===== src/rtl/instruction_fetch_unit.sv =====
// Fetch-side initiator: owns the PC, absorbs the 1-cycle memory latency, holds on decode stall.
// Optional FETCH_ALIGN_CHECK_EN adds fetch_fault and a HALT state on misaligned redirects.
module instruction_fetch_unit #(
  parameter logic [31:0] RESET_PC = 32'h0000_0000,
  parameter logic [31:0] STEP     = 32'd4
) (
  input  logic        clk,
  input  logic        reset,
  output logic [31:0] read_address,
  input  logic [31:0] instruction,
  input  logic        stall,
  input  logic        redirect_valid,
  input  logic [31:0] redirect_target,
`ifdef FETCH_ALIGN_CHECK_EN
  output logic        fetch_fault,
`endif
  output logic        if_valid,
  output logic [31:0] if_instruction,
  output logic [31:0] if_pc,
  output logic [31:0] if_pc_plus4
);

  typedef enum logic [1:0] {
    FILL = 2'd0,
    RUN  = 2'd1,
`ifdef FETCH_ALIGN_CHECK_EN
    HOLD = 2'd2,
    HALT = 2'd3
`else
    HOLD = 2'd2
`endif
  } state_t;

  state_t      state_q, state_d;
  logic [31:0] pc_q, pc_d;
  logic [31:0] req_pc_q, req_pc_d;
  logic [31:0] hold_instr_q, hold_instr_d;
  logic        advance_s;
`ifdef FETCH_ALIGN_CHECK_EN
  logic        fault_q, fault_d;
  logic        misaligned_s;
`endif

  // State register with synchronous reset
  always_ff @(posedge clk) begin
    if (reset) begin
      state_q      <= FILL;
      pc_q         <= RESET_PC;
      req_pc_q     <= RESET_PC;
      hold_instr_q <= 32'h0000_0000;
`ifdef FETCH_ALIGN_CHECK_EN
      fault_q      <= 1'b0;
`endif
    end else begin
      state_q      <= state_d;
      pc_q         <= pc_d;
      req_pc_q     <= req_pc_d;
      hold_instr_q <= hold_instr_d;
`ifdef FETCH_ALIGN_CHECK_EN
      fault_q      <= fault_d;
`endif
    end
  end

  // Next-state logic: redirect > stall > advance; stall never blocks a FILL
  always_comb begin
    state_d      = state_q;
    pc_d         = pc_q;
    req_pc_d     = req_pc_q;
    hold_instr_d = hold_instr_q;
    advance_s    = (state_q == FILL) || !stall;
`ifdef FETCH_ALIGN_CHECK_EN
    fault_d      = fault_q;
    misaligned_s = (redirect_target[1:0] != 2'b00);
    if (state_q == HALT) begin
      state_d = HALT;
    end else if (redirect_valid && misaligned_s) begin
      fault_d = 1'b1;
      state_d = HALT;
    end else
`endif
    if (redirect_valid) begin
      pc_d         = redirect_target & ~32'h0000_0003;
      hold_instr_d = 32'h0000_0000;
      state_d      = FILL;
    end else if (advance_s) begin
      req_pc_d = pc_q;
      pc_d     = pc_q + STEP;
      state_d  = RUN;
    end else if (state_q == RUN) begin
      // Capture the word for req_pc before memory moves on to pc
      hold_instr_d = instruction;
      state_d      = HOLD;
    end else begin
      state_d = state_q;
    end
  end

  // Output decode
  always_comb begin
    if_valid       = 1'b0;
    if_instruction = 32'h0000_0000;
    case (state_q)
      RUN: begin
        if_valid       = 1'b1;
        if_instruction = instruction;
      end
      HOLD: begin
        if_valid       = 1'b1;
        if_instruction = hold_instr_q;
      end
      default: begin
        if_valid       = 1'b0;
        if_instruction = 32'h0000_0000;
      end
    endcase
  end

  assign read_address = pc_q;
  assign if_pc        = req_pc_q;
  assign if_pc_plus4  = req_pc_q + STEP;
`ifdef FETCH_ALIGN_CHECK_EN
  assign fetch_fault  = fault_q;
`endif

endmodule


===== config.mk =====
export PLATFORM = sky130hd
export DESIGN_NAME = instruction_fetch_unit
export DESIGN_NICKNAME = d
export VERILOG_FILES = /design/src/rtl/instruction_fetch_unit.sv
export SDC_FILE = /design/constraint.sdc
export NUM_CORES = 1
export LEC_CHECK = 0
export CAP_MARGIN = 20
export CORE_MARGIN = 1
export CORE_UTILIZATION = 47
export CTS_CLUSTER_DIAMETER = 120
export CTS_CLUSTER_SIZE = 14
export DETAILED_ROUTE_END_ITERATION = 16
export GPL_TIMING_DRIVEN = 0
export PLACE_DENSITY = 0.86
export SYNTH_ARGS = -nofsm -noshare
export SYNTH_HDL_FRONTEND = slang
export SYNTH_SLANG_ARGS = --single-unit

===== constraint.sdc =====
create_clock -name clk -period 3.5 [get_ports clk]
set_clock_uncertainty 0.2 [all_clocks]
set_input_delay 0.7 -clock clk [delete_from_list [all_inputs] [get_ports clk]]
set_output_delay 0.7 -clock clk [all_outputs]
set_load 0.1 [all_outputs]

# Word-level counts from Yosys, hierarchy flattened
# Index checks and enable logic that the tools add are counted.
totals:
  rom_bits: 0
  wordCells: 28
  latch_bits: 0
  output_inout_bits: 129
  inputBits: 68
  n_memories: 0
  ff_bits: 98
  mem_bits_rw: 0
classes:
  reduce_logical: 10
  div_mod_pow: 0
  addsub: 2
  multipliers: 0
  shifts: 0
  eq_ne: 2
  muxes: 6
  bitwise: 2
  n_lt_le_gt_ge: 0
ops:
  columns: ["op", "count"]
  rows:
  - ["$add 32x3->32 const B", 2]
  - ["$mux 32", 2]
  - ["$pmux 32 s2", 1]
  - ["$reduce_and 2->1", 2]
  - ["$reduce_bool 2->1", 2]
  - ["$reduce_or 2->1", 2]
  - ["$mux 1", 3]
  - ["$reduce_or 3->1", 1]
  - ["$eq 2x1->1 const B", 1]
  - ["$eq 2x2->1 const B", 1]
  - ["$logic_not 2->1", 1]
  - ["$not 1->1", 2]
  - ["$logic_not 1->1", 1]
  - ["$logic_or 1x1->1", 1]

# Logic depth before layout (Yosys ltp)
depth:
  depth_word: 4
  mapped_depth: 9

# Least setup slack after synthesis
# No wires, ideal clock.
synth_timing:
  path_type: "register -> output"
  startpoint: "register req_pc_q[11], in the netlist if_pc[11]"
  endpoint: "output if_pc_plus4[30]"
  stages_incl_launch_ff: 6
  slack_ns: -1.162
  arrival_ns: 3.762
  path_cell_list: "dfxtp_1 -> and4_1 -> nand3_2 -> nor4_2 -> nand4_1 -> xnor2_1"
synth_between:
  elab_chain_len: 1
synth_lines:
  columns: ["element", "line", "source"]
  rows:
  - ["from (decl)", "36", "logic [31:0] req_pc_q, req_pc_d;"]
  - ["from (signal assigned)", "57", "req_pc_q <= req_pc_d;"]
  - ["$add 32x3->32", "121", "assign if_pc_plus4 = req_pc_q + STEP;"]
  - ["to (decl)", "20", "output logic [31:0] if_pc_plus4"]
# No other way between the ends.

# Final worst setup path
layout_timing:
  startpoint: "register req_pc_q[11], in the netlist if_pc[11]"
  endpoint: "output if_pc_plus4[27]"
# The elaborated chain is that of the path after synthesis.

==> run metrics <==
Arr. time, crit path=2.49 ns; Setup CP Type=flip-flop to output port; Avg Cell Area, Syn=between 7 and 8 um^2; CP max FO=7; area leader, netlist=dfxtp_1; Ant. Diodes=0; run status=completed; post-cts gate resize count=176; Tcrit/Tclk final=0.967; drt total wl=roughly 16000 um; die width=around 100 um; CTS Hold Bufs=0; vias in the first global route=approximately 5300; warnings from Yosys=0; mux cell area share after synthesis=0.00409; number of fill cells in the layout=roughly 750; Seq/Total Area, Yosys=0.384; most frequent cells in the layout=nand2_1, clkdlybuf4s50_1, dfxtp_1; PortBufs=between 150 and 200; largest family of logic cells by synthesized area=simple AND/OR/NAND/NOR gates; Max Cap Viol=0; Num CTS Buffers=9; Leakage Power=roughly 2.7 nW; maximum vdd drop=0.249 mV; Synth Instances=approximately 640; area growth from synthesis to layout=54.1%; adder-cell share of the synthesized area=0.0128; CTS tree=built; total gr overflow=0; gr usage total=0.286; # IOs=roughly 200; ANT nets after route=0; Clock Path Buffers=2; setup TNS=0 ns; share of layout cells above drive strength 1=0.202; Min Hold Slack=0.260 ns; Worst-path clk slew=~0.10 ns; drt drc=0; routability cong.=a little under 0.9; final hold violation count=0; vias per inst=approximately 5.5; total power=around 0.0028 W; Core Region=around 0.01 mm^2; Worst Max-Slew Pin Slew=approximately 1 ns; routed length per instance=approximately 16 um; first-pass iteration count of the detailed router=7; Layout Nets=around 910; post-synth top area share=0.384; postcts setup bufs=0; Post-Synth Simple-Gate Area=0.286; Final Max Slew Viols=0; vias post-DR=5380; pin count of the biggest net entering global routing=17; clk_lat worst skew=about 0.37 ns; Final WS setup=about 0.11 ns; Mapped Area=a little under 0.005 mm^2; top cells by area, synth=dfxtp_1, nand2_1, a21oi_1; Initial Util=0.492; num rows=36; Power Dens Cells=around 370 mW/mm^2; Root Buffer=clkbuf_8; final core occ=0.758; final setup vio count=0; Crit path required time=about 2.6 ns; Num Clock Sinks=94; DR iter-0 viols=approximately 320; initial antenna violation count=0; global-route wire length before repair=approximately 25000 um; fmax=around 300 MHz; hpwl dp=~12000 um; Worst slew margin=0.312; Hold Path Class=flip-flop to flip-flop; Die Ht=about 100 um; H-tree Lvls=3; Crit. End Element=output port; pre-CTS setup slack=-0.370 ns; post-synthesis register bit count=94; area fraction in compound gates after synthesis=0.156; die area=approximately 0.011 mm^2; number of distinct library cells after synthesis=36; XOR/XNOR Fraction of Synth Area=0.102; commonest non-fill, non-tap cell in the layout=nand2_1; element type at the critical path start=flip-flop; Final min period=approximately 3.4 ns
-- report_power, final --
part	total (W)	leakage, nW	internal (W)	switching, W
clock	0.000731	0.101	0.000337	0.000394
combinational	0.000857	1.85	0.000238	0.000619
sequential	0.00118	0.777	0.00111	0.0000713
total	0.00277	2.73	0.00169	0.00108
-- sequential cells by signal, summed over array words and instances (netlist names) --
name / cells
hold_instr_q: 32
read_address: 30
if_pc: 30
state_q: 2
-- cell usage after synthesis --
library cell	number
nand3_2	2
buf_2	5
and2_1	3
nand3_1	16
conb_1	1
a21oi_1	66
inv_1	8
clkinv_1	1
nand4b_1	1
nor4_1	1
nand2b_1	2
mux2i_1	2
a211oi_1	24
dfxtp_1	94
or2_2	1
o22ai_1	1
nor2_2	4
nor2_1	35
nor2b_1	33
clkbuf_1	41
o21ai_0	1
ha_1	5
a22oi_1	32
and4_1	7
nand2_1	147
nand4_1	20
buf_4	7
or4_4	1
and3_2	2
xnor2_1	26
and4bb_2	1
and3_1	11
xor2_1	31
nor4_2	1
nor3_1	4
nand3b_1	1
-- routing by layer --
| layer | global-route usage | up-vias | part of all wire |
|---|---|---|---|
| met5 | 0 | - | 0 |
| met4 | 0.102 | 0 | 0.024 |
| met3 | 0.0702 | 36 | 0.082 |
| met2 | 0.512 | 251 | 0.50 |
| met1 | 0.330 | 2539 | 0.40 |
| li1 | - | 2554 | - |
-- cell type report --
cell class	count	area [um^2]	area share
plain buffers	53	235	0.0312
clock buffers	10	128	0.0169
well taps	133	166	0.0221
flip-flops and latches	94	1910	0.253
multi-input cells	487	3130	0.414
clock inverters	6	70.1	0.00929
inverters	9	33.8	0.00448
repair buffers	186	1880	0.249
-- worst paths after layout --
path | start | end | slack (ns) | cells after the start
hold / removal | hold_instr_q[4] | hold_instr_q[4] | 0.26 | 2
setup / recovery | if_pc[11] | if_pc_plus4[27] | 0.11 | 6
setup reg to reg | state_q[0] | read_address[22] | 1.11 | 9
hold reg to reg | hold_instr_q[4] | hold_instr_q[4] | 0.26 | 2
-- logic make-up after synthesis --
| logic type | count (synthesis) |
|---|---|
| XOR/XNOR | 57 |
| multiplexers | 2 |
| AO/OA/AOI/OAI | 124 |
| flip-flops | 94 |
| other | 1 |
| AND/OR/NAND/NOR | 293 |
| adder cells (fa/ha/maj) | 5 |
| buffers and inverters | 62 |
-- stage by stage --
stage,std cells,instance area (um^2)
2_1_floorplan,643,5290
4_1_cts,978,7530
5_1_grt,978,7540
3_5_place_dp,962,7310
6_report,978,7540
3_3_place_gp,962,7310
-- critical path, cell delays in order (launching register included) --
cell and delay (ns):
dfxtp_2 0.42, and4_1 0.28, nand3_2 0.19, or4_4 0.61, nor2_2 0.15, xnor2_2 0.11, clkbuf_4 0.34
Power figures use the tool's default switching activity.
==> edit (config.mk and constraints unchanged) <==
Add a define of `FETCH_ALIGN_CHECK_EN`.
--- a/src/rtl/instruction_fetch_unit.sv
+++ b/src/rtl/instruction_fetch_unit.sv
@@ -1,4 +1,6 @@
 // Fetch-side initiator: owns the PC, absorbs the 1-cycle memory latency, holds on decode stall.
 // Optional FETCH_ALIGN_CHECK_EN adds fetch_fault and a HALT state on misaligned redirects.
+`define FETCH_ALIGN_CHECK_EN
+
 module instruction_fetch_unit #(
   parameter logic [31:0] RESET_PC = 32'h0000_0000,
Function (old outputs only; new: fetch_fault): changed (Yosys sat finds a counterexample within 4 cycles, from zero or initial values and one cycle with reset high).
==> edit against the unedited design <==
Cell area up 6.3%. Critical path type unchanged. Synthesized cell count is 9.2% higher. Wire length increased by 21%. Sequential cell count up 1. Global-route usage increased by 3.6 points. Worst setup slack worse by 0.062 ns. Clock power rose by 37%. Largest power group unchanged. Register-to-register slack got worse by 0.37 ns. Synthesized area grew 8.7%. Count of clock-buffer cells in the layout up 1. Power up 18%.
==> edit: results (changes against the unedited design) <==
[placed_design]
port_buffers=189  ; was 186
dp_hpwl_mm=14.3  ; was 12.2 mm
routabilityCongestion=0.912  ; was 0.892
pre_cts_ws_ns=-0.651  ; was -0.370 ns

[global_routing]
grt_pass1_vias=6035  ; was 5260
grt_pass1_wl_mm=29.6  ; was 25.3 mm
grt_max_degree=15  ; was 17

[clock_tree]
path_clk_slew_ns=0.07  ; was 0.10 ns
cts_resized=170  ; was 176
clock_latency_ns=0.35  ; was 0.37 ns
clockRootBuffer=clkbuf_16  ; was clkbuf_8
cts_setup_buffers=2  ; was 0

[synth]
synth_common_cells=103 x nand2_1, 95 x dfxtp_1, 70 x nor2_1, 58 x a21oi_1, 53 x clkbuf_1  ; was 147 x nand2_1, 94 x dfxtp_1, 66 x a21oi_1, 41 x clkbuf_1, 35 x nor2_1
ys_seq_area_frac=0.357  ; was 0.384
muxShareOfSynthArea=0.00776  ; was 0.00409
synth-adder-area-share=0.0141  ; was 0.0128
synth.area.top_cells=dfxtp_1 36%, nand2_1 7.3%, a21oi_1 5.5%  ; was dfxtp_1 38%, nand2_1 11%, a21oi_1 6.7%
syn_inst=697  ; was 638
synth_compound_area_frac=0.234  ; was 0.156
synth.distinct_cells=55  ; was 36
synth_xor_xnor_area_share=0.0510  ; was 0.102

[final_layout]
nets=977  ; was 913
final_cells=1048  ; was 978
drive_gt1_frac=0.180  ; was 0.202

[power]
leakagePower_nw=2.86  ; was 2.73 nW
peakVddDrop_v=0.000265  ; was 0.000249 V

[run_status]
status=complete, no violations  ; unchanged

[route]
drtPass1Iterations=5  ; was 7
wl_per_cell_um=18.0  ; was 16.0 um
initialDrtViolationCount=488  ; was 315

[critical_path]
crit_path_top_delay_cell=or3_1  ; was or4_4
worstPathArrival_ns=2.55  ; was 2.49 ns
max_stage_delay_ns=0.53  ; was 0.61 ns

[sta]
fin_hold_ws_ns=0.284  ; was 0.260 ns
worstMarginPinSlew_ns=1.10  ; was 1.03 ns

edit: cell types whose count changed in the layout (fill, tap and decap cells not counted), sizes merged, moves of 8 or more:
| cell | change |
|---|---|
| nand2 | -44 |
| a32oi | +32 |
| clkbuf | +32 |
| nor2 | +31 |
| clkdlybuf4s15 | -27 |
| a211oi | -21 |
| o21ai | +17 |
| xor2 | -17 |
| buf | +9 |
| nor4 | +9 |
| xnor2 | -9 |
| a21oi | -8 |
edit: critical path, delay by kind of cell (launching register included):
family,cells,cell delay [ns]
xor gates and xnor gates,1,0.16
DFF,1,0.38
buffers and inverters,1,0.30
and+or+nand+nor,4,1.37
edit: cell type report:
cell class | instances | area [um2]
buffer | 62 | 265
clock buffer | 11 | 254
clock inverter | 5 | 45.0
fill | 852 | 2920
inverter | 7 | 26.3
multi-input combinational | 537 | 3570
sequential | 95 | 1950
tap | 140 | 175
timing repair buffer | 191 | 1730
edit: metal layers:
| metal | wire length (um) | share of wire | vias to the layer above | GRT usage |
|---|---|---|---|---|
| li1 | - | - | 2915 | - |
| met1 | 7470 | 0.40 | 2882 | 0.377 |
| met2 | 9290 | 0.49 | 336 | 0.564 |
| met3 | 1580 | 0.084 | 53 | 0.0549 |
| met4 | 552 | 0.029 | 0 | 0.162 |
| met5 | 0 | 0 | - | 0 |
edit: power by group:
group / internal [W] / switching [W] / total, W
combinational: 0.000286 / 0.000789 / 0.00108
clock: 0.000588 / 0.000415 / 0.00100
sequential: 0.00112 / 0.0000707 / 0.00119
edit: worst paths after layout:
kind                           end        start  cells after the start  slack, ns
setup / recovery   if_pc_plus4[27]     if_pc[4]                      6       0.05
hold / removal         fetch_fault  fetch_fault                      2       0.28
setup reg to reg  read_address[26]   state_q[0]                      7       0.74
hold reg to reg        fetch_fault  fetch_fault                      2       0.28
